File: config.mk
export PLATFORM = sky130hd
export DESIGN_NAME = io_flash_programmer
export DESIGN_NICKNAME = d
export VERILOG_FILES = /design/src/rtl/io_flash_programmer.sv
export SDC_FILE = /design/constraint.sdc
export NUM_CORES = 1
export LEC_CHECK = 0
export BUFFER_PORTS_ARGS = -buffer_cell sky130_fd_sc_hd__buf_2
export CAP_MARGIN = 25
export CORE_ASPECT_RATIO = 0.7
export CORE_MARGIN = 3
export CORE_UTILIZATION = 40
export DETAILED_ROUTE_END_ITERATION = 16
export PLACE_DENSITY = 0.64
export SYNTH_ARGS = -nofsm -noshare
export SYNTH_HDL_FRONTEND = slang
export SYNTH_SLANG_ARGS = --single-unit
File: constraint.sdc
create_clock -name clk -period 4 [get_ports clk]
set_input_delay 0.8 -clock clk [delete_from_list [all_inputs] [get_ports clk]]
set_output_delay 0.8 -clock clk [all_outputs]
set_load 0.05 [all_outputs]
File: src/rtl/io_flash_programmer.sv
// io_flash_programmer
// IO-bus initiator that loads the 2048x16 IO flash from a byte stream.
// Byte pairs (low byte first) are assembled into 16-bit words and each word
// is issued as one store on the IOOut handshake. Addresses start at StartAddr
// and wrap at the top of the flash.
//
// Optional feature (macro IO_FLASH_PROGRAMMER_VERIFY_EN): after programming,
// every word is read back with a load. The tag and flag of each response are
// checked, and the sum of the read data is compared with WriteChecksum.
//
// Ports:
//   clk, clk_en, sync_rst          clock, global enable, sync active-high reset
//   Start, StartAddr, WordCount    run control (sampled in IDLE only)
//   ByteValid, ByteData, ByteReady byte stream input
//   IOOut_*                        initiator request channel (ACK = valid)
//   IOIn_*                         response channel (REQ = accept)
//   Busy, Done, ChecksumError      status (Done/ChecksumError sticky)
//   WriteChecksum                  mod-2^16 sum of stored words
//
// state       | meaning
// ------------+-------------------------------------------------
// IDLE        | waiting for Start
// COLLECT_LO  | accepting low byte of next word
// COLLECT_HI  | accepting high byte of next word
// WRITE       | store request pending on IOOut
// VERIFY_REQ  | load request pending on IOOut (verify build only)
// VERIFY_RESP | waiting for load response (verify build only)
// DONE        | run finished, returns to IDLE next enabled cycle

module io_flash_programmer #(
  parameter int          ADDR_W        = 11,
  parameter logic [3:0]  RESP_DEST_REG = 4'h1
) (
  input  logic              clk,
  input  logic              clk_en,
  input  logic              sync_rst,
  input  logic              Start,
  input  logic [ADDR_W-1:0] StartAddr,
  input  logic [ADDR_W:0]   WordCount,
  input  logic              ByteValid,
  input  logic [7:0]        ByteData,
  output logic              ByteReady,
  output logic              IOOut_ACK,
  input  logic              IOOut_REQ,
  output logic              IOOut_ResponseRequested,
  output logic [3:0]        IOOut_DestReg,
  output logic [31:0]       IOOut_Data,
  input  logic              IOIn_ACK,
  output logic              IOIn_REQ,
  input  logic              IOIn_RegResponseFlag,
  input  logic              IOIn_MemResponseFlag,
  input  logic [3:0]        IOIn_DestReg,
  input  logic [31:0]       IOIn_Data,
  output logic              Busy,
  output logic              Done,
  output logic              ChecksumError,
  output logic [15:0]       WriteChecksum
);

  typedef enum logic [2:0] {
    S_IDLE, S_COLLECT_LO, S_COLLECT_HI, S_WRITE,
    S_VERIFY_REQ, S_VERIFY_RESP, S_DONE
  } state_t;

  state_t state, next_state;

  logic [ADDR_W-1:0] addr;
  logic [ADDR_W:0]   remaining;
  logic [7:0]        lo_byte;
  logic [15:0]       word;

  logic start_ok, byte_xfer, out_xfer, last_word;

  assign start_ok  = clk_en & Start & (state == S_IDLE);
  assign byte_xfer = clk_en & ByteValid & ByteReady;
  assign out_xfer  = clk_en & IOOut_ACK & IOOut_REQ;
  assign last_word = (remaining == {{ADDR_W{1'b0}}, 1'b1});

`ifdef IO_FLASH_PROGRAMMER_VERIFY_EN
  logic [ADDR_W-1:0] start_addr_q;
  logic [ADDR_W:0]   word_count_q;
  logic [15:0]       read_sum, read_sum_nx;
  logic              in_xfer, resp_bad;

  assign in_xfer     = clk_en & IOIn_ACK & IOIn_REQ;
  assign read_sum_nx = read_sum + IOIn_Data[15:0];
  assign resp_bad    = ~IOIn_RegResponseFlag | (IOIn_DestReg != RESP_DEST_REG);

  logic unused_ok;
  assign unused_ok = ^{IOIn_MemResponseFlag, IOIn_Data[31:16]};
`else
  logic unused_ok;
  assign unused_ok = ^{IOIn_ACK, IOIn_RegResponseFlag, IOIn_MemResponseFlag,
                       IOIn_DestReg, IOIn_Data};
`endif

  // State register
  always_ff @(posedge clk) begin
    if (sync_rst)    state <= S_IDLE;
    else if (clk_en) state <= next_state;
  end

  // Next-state logic
  always_comb begin
    next_state = state;
    case (state)
      S_IDLE:
        if (start_ok)
          next_state = (WordCount == '0) ? S_DONE : S_COLLECT_LO;
      S_COLLECT_LO: if (byte_xfer) next_state = S_COLLECT_HI;
      S_COLLECT_HI: if (byte_xfer) next_state = S_WRITE;
      S_WRITE:
        if (out_xfer) begin
          if (last_word)
`ifdef IO_FLASH_PROGRAMMER_VERIFY_EN
            next_state = S_VERIFY_REQ;
`else
            next_state = S_DONE;
`endif
          else
            next_state = S_COLLECT_LO;
        end
`ifdef IO_FLASH_PROGRAMMER_VERIFY_EN
      S_VERIFY_REQ:  if (out_xfer) next_state = S_VERIFY_RESP;
      S_VERIFY_RESP:
        if (in_xfer) next_state = last_word ? S_DONE : S_VERIFY_REQ;
`endif
      S_DONE:  next_state = S_IDLE;
      default: next_state = S_IDLE;
    endcase
  end

  // Outputs decoded from state only, so requests stay stable while stalled.
  always_comb begin
    ByteReady               = 1'b0;
    IOOut_ACK               = 1'b0;
    IOOut_ResponseRequested = 1'b0;
    IOOut_DestReg           = 4'h0;
    IOOut_Data              = 32'h0;
    IOIn_REQ                = 1'b0;
    Busy                    = (state != S_IDLE) && (state != S_DONE);
    case (state)
      S_COLLECT_LO, S_COLLECT_HI: ByteReady = 1'b1;
      S_WRITE: begin
        IOOut_ACK  = 1'b1;
        IOOut_Data = {{(16-ADDR_W){1'b0}}, addr, word};
      end
`ifdef IO_FLASH_PROGRAMMER_VERIFY_EN
      S_VERIFY_REQ: begin
        IOOut_ACK               = 1'b1;
        IOOut_ResponseRequested = 1'b1;
        IOOut_DestReg           = RESP_DEST_REG;
        IOOut_Data              = {{(16-ADDR_W){1'b0}}, addr, 16'h0};
      end
      S_VERIFY_RESP: IOIn_REQ = 1'b1;
`endif
      default: ;
    endcase
  end

  // Datapath: address, down-counter, byte assembly, checksums, sticky status
  always_ff @(posedge clk) begin
    if (sync_rst) begin
      addr          <= '0;
      remaining     <= '0;
      lo_byte       <= 8'h0;
      word          <= 16'h0;
      WriteChecksum <= 16'h0;
      Done          <= 1'b0;
      ChecksumError <= 1'b0;
`ifdef IO_FLASH_PROGRAMMER_VERIFY_EN
      start_addr_q  <= '0;
      word_count_q  <= '0;
      read_sum      <= 16'h0;
`endif
    end else if (clk_en) begin
      if (start_ok) begin
        addr          <= StartAddr;
        remaining     <= WordCount;
        WriteChecksum <= 16'h0;
        ChecksumError <= 1'b0;
        Done          <= (WordCount == '0);
`ifdef IO_FLASH_PROGRAMMER_VERIFY_EN
        start_addr_q  <= StartAddr;
        word_count_q  <= WordCount;
        read_sum      <= 16'h0;
`endif
      end
      if (state == S_COLLECT_LO && byte_xfer) lo_byte <= ByteData;
      if (state == S_COLLECT_HI && byte_xfer) word    <= {ByteData, lo_byte};
      if (state == S_WRITE && out_xfer) begin
        WriteChecksum <= WriteChecksum + word;
        addr          <= addr + 1'b1;
        remaining     <= remaining - 1'b1;
        if (last_word) begin
`ifdef IO_FLASH_PROGRAMMER_VERIFY_EN
          // Readback pass restarts from the latched run parameters.
          addr      <= start_addr_q;
          remaining <= word_count_q;
`else
          Done      <= 1'b1;
`endif
        end
      end
`ifdef IO_FLASH_PROGRAMMER_VERIFY_EN
      if (state == S_VERIFY_RESP && in_xfer) begin
        read_sum  <= read_sum_nx;
        addr      <= addr + 1'b1;
        remaining <= remaining - 1'b1;
        if (resp_bad) ChecksumError <= 1'b1;
        if (last_word) begin
          Done <= 1'b1;
          if (read_sum_nx != WriteChecksum) ChecksumError <= 1'b1;
        end
      end
`endif
    end
  end

endmodule

Yosys cells after proc, flatten, opt, wreduce, memory -nomap -nowiden:

Cells that the tools add are included.

* input bits: 76
* logic and storage cells: 57
* output and inout port bits: 59
* bits in registers: 67

* add/sub/neg operators: 3
* mux-type cells: 19
* reductions and logical operators: 13
* equal/unequal tests: 9
* bitwise operators: 6

Operator list (count)
* $mux 16: 2
* $mux 27: 1
* $mux 12: 2
* $mux 11: 2
* $mux 3: 6
* $add 16x16->16: 1
* $eq 12x1->1 const B: 1
* $logic_not 12->1: 1
* $pmux 3 s4: 1
* $sub 12x1->12 const B: 1
* $add 11x1->11 const B: 1
* $ne 2x2->1 const B: 4
* $and 1x1->1: 6
* $eq 3x2->1 const B: 2
* $reduce_and 2->1: 3
* $mux 1: 5
* $reduce_and 5->1: 1
* $logic_and 1x1->1: 4
* $eq 3x1->1 const B: 1
* $logic_not 3->1: 1
* $ne 3x3->1 const B: 1
* $reduce_bool 3->1: 1
* $reduce_bool 2->1: 1
* $reduce_or 2->1: 1

Longest topological paths before layout:

* depth in word-level cells: 7
* gate-level depth with buffers: 9
* depth with buffers taken out: 9

Least setup slack after synthesis:

Ideal clock, no wire load.

* path kind: reg2out
* from: register state[0]
* to: output port IOOut_Data[17]
* required time: 3.200 ns
* cell stages (with the launch flop): 6
* path slack: 1.270 ns
* arrival: 1.930 ns
* buffers on the path: 2
* path through: dfxtp_1 clkbuf_4 nand2_1 nor2_1 clkbuf_1 and2_1

* word-level cells in the longest chain between the ends: 2

Ends and longest elaborated chain
* from (decl): RTL line 65 `state_t state, next_state;`
* from (signal assigned): RTL line 100 `else if (clk_en) state <= next_state;`
* $eq 3x2->1: RTL line 142 `case (state)`
* $mux 27: RTL line 142
* to (decl): RTL line 47 `output logic [31:0] IOOut_Data,`

Every way passes these cells.

Final worst setup path:

* from: register state[1]
* to: output port IOOut_Data[2]

The elaborated chain is that of the path after synthesis.

==> run metrics <==
largest fanout on the critical path 27; core area 0.00929 mm^2; top cell type's share of synthesized area 34.2%; HP Class reg2reg; post-cts resize count 0; slew margin rel. 49.3%; initial antenna violation count 0; top_reg_cell synth dfxtp_1; DRT iter0 DRCs 375; drt wl/cell 14.9 um; sequential cell area fraction in the yosys report 34.2%; setup TNS 0 ps; DRC violations left 0; GPL Wtd Cong 0.874; Data arrival, critical path 1800 ps; clk buf depth 2; Max Cap Viol 0; CTS Root Cell clkbuf_16; GRT Residual Overflow 0; H-Tree Depth 3; Overall Global Routing Usage a little under a fifth; Post-Syn Area 0.00392 mm^2; Initial Util roughly 42%; 1st-pass router iterations 4; final setup fails 0; Synth async-reset ratio 0%; Mean Syn Cell Area approximately 8 um^2; global-route wire length before repair 16900 um; post-route setup slack 1400 ps; P&R area growth vs syn 19.4%; crit path kind reg2out; detailed placement HPWL 7680 um; fin util 50.4%; RSZ-0062 raised after global routing false; DR vias 3732; final WL 10400 um; post-synthesis register bit count 67; Fillers 950; Peak VDD IR 195 uV; Num CTS Buffers 9; Worst Tran Pin Value 760 ps; Final ANT Viol Nets 0; Hold Slack 453 ps; crit path launch type flop; largest net degree at the start of global routing 39; # hold bufs at CTS 0; status complete, no violations; die width 124 um; non-filler cells in the finished layout roughly 700; worst slack at placement 1290 ps; critical path endpoint category output port; Layout Skew roughly 7 ps; Die Height slightly below 90 um; Yosys cell types 66; Area contributors post-synth dfxtp_1, a21oi_1, nand2_1; num rows 29; Ports 135; vias per inst 5.35; FF+latch area 0.00134 mm^2; post-CTS setup buffers 0; dpl cells 680; Sink Count 67; fin. max-slew vios 0; vias in the first global route 3393; CTS tree done; fin crit share 64.9%; Power Dens Cells 361 mW/mm^2; Die ar. 0.0110 mm^2; Nets 663; Ant. Diodes 0; Final Hold Viols 0; f_max 385 MHz; clk_lat worst skew 330 ps; P_leak 2.05 nW; cell count after synthesis 492; share of cells above drive strength 1 20.9%; Tmin final 2600 ps; Synth area leader dfxtp_1; port bufs 83; Syn. warnings 0; Clock Pin Slew Worst Setup and Hold Paths about 60 ps; Post-synth EDFFs 0; critical path required time 3200 ps; footprint of the multi-input gates ~0.0024 mm^2
==> synth_stat cells, types with 3 or more instances <==
cell type  count
buf_4         14
ha_1          18
a2111oi_2      3
dfxtp_1       67
a22o_1         5
and2_1        27
o21ai_0       13
or3_1          4
a22oi_1        9
and3_1         9
nor3_1         9
inv_1          8
buf_2          9
nor2_1        50
nor2b_1        4
a31oi_1        6
mux2i_1       10
o21ai_1        4
nand2_1       69
a221oi_1       3
o22ai_1        3
a21o_1         4
or2_1          3
o211ai_1       6
nand4_1        3
nor4_1         3
a21oi_1       52
xnor2_1       11
nand2b_1       4
nand3_1       10
clkbuf_1      10
==> critical path, stage by stage, from the launching register on <==
cell and delay, ps:
dfxtp_1 550, nand2_1 120, nor2_1 110, buf_4 250
and2_1 170, buf_2 260
==> power breakdown <==
group / switching, W / total (W) / internal, W
registers: 0.0000218 / 0.000707 / 0.000685
clock network: 0.000325 / 0.000818 / 0.000493
logic: 0.000111 / 0.000165 / 0.0000544
total: 0.000458 / 0.00169 / 0.00123
==> metrics by stage <==
step	total power [W]	area [um^2]
global route	0.00175	4680
floorplan	0.000846	3960
detailed placement	0.000885	4370
global placement	0.000882	4370
finish	0.00169	4680
CTS	0.00171	4680
==> kinds of logic after synthesis <==
kind of cell / after synthesis / synth area share, %
compound gates: 129 / 21.7
xor+xnor: 13 / 2.90
fa+ha+maj: 19 / 6.25
buf+inv: 42 / 5.74
flops: 67 / 34.2
mux: 11 / 2.84
other cells: 1 / 0.0956
simple gates: 210 / 26.3
==> cells in the final DEF (no fill, tap or decap), drive strengths merged, types with 3 or more instances in the layout <==
cell	count
nor2b	4
o22ai	3
a2111oi	3
nor3	10
o21ai	17
a22oi	9
a22o	5
a21oi	54
and3	10
ha	18
a21o	4
dfxtp	67
conb	12
nand3	11
or3	4
clkbuf	9
nand2b	4
nor2	53
or2	3
o211ai	6
inv	12
mux2i	10
nand2	69
a31oi	6
nor4	3
xnor2	11
buf	88
nand4	3
and2	28
a221oi	3
==> per-layer routing <==
layer | track usage, % | wire length (um) | up-vias
li1 | - | - | 1882
met4 | 4.58 | 110 | 0
met2 | 28.0 | 4450 | 108
met3 | 5.67 | 614 | 8
met1 | 26.6 | 5240 | 1734
met5 | 0 | 0 | -
==> registers in the layout, summed over array words and instances (netlist names) <==
| name | flops |
|---|---|
| Done | 1 |
| WriteChecksum | 16 |
| addr | 11 |
| lo_byte | 8 |
| remaining | 12 |
| state | 3 |
| word | 16 |
==> final timing paths <==
path,to,cells past startpoint,slack (ps),from
hold reg to reg,word[4],2,450,lo_byte[4]
setup / recovery,IOOut_Data[2],5,1400,state[1]
setup reg to reg,WriteChecksum[7],6,1600,state[2]
hold / removal,word[4],2,450,lo_byte[4]
==> cell type report <==
cell class	count	area share [%]
well taps	124	3.31
inverters	8	0.641
flip-flops and latches	67	28.6
multi-input cells	394	51.2
clock buffers	9	4.81
repair buffers	88	9.67
clock inverters	7	1.74
No activity file was read; power rests on OpenSTA's default activity.
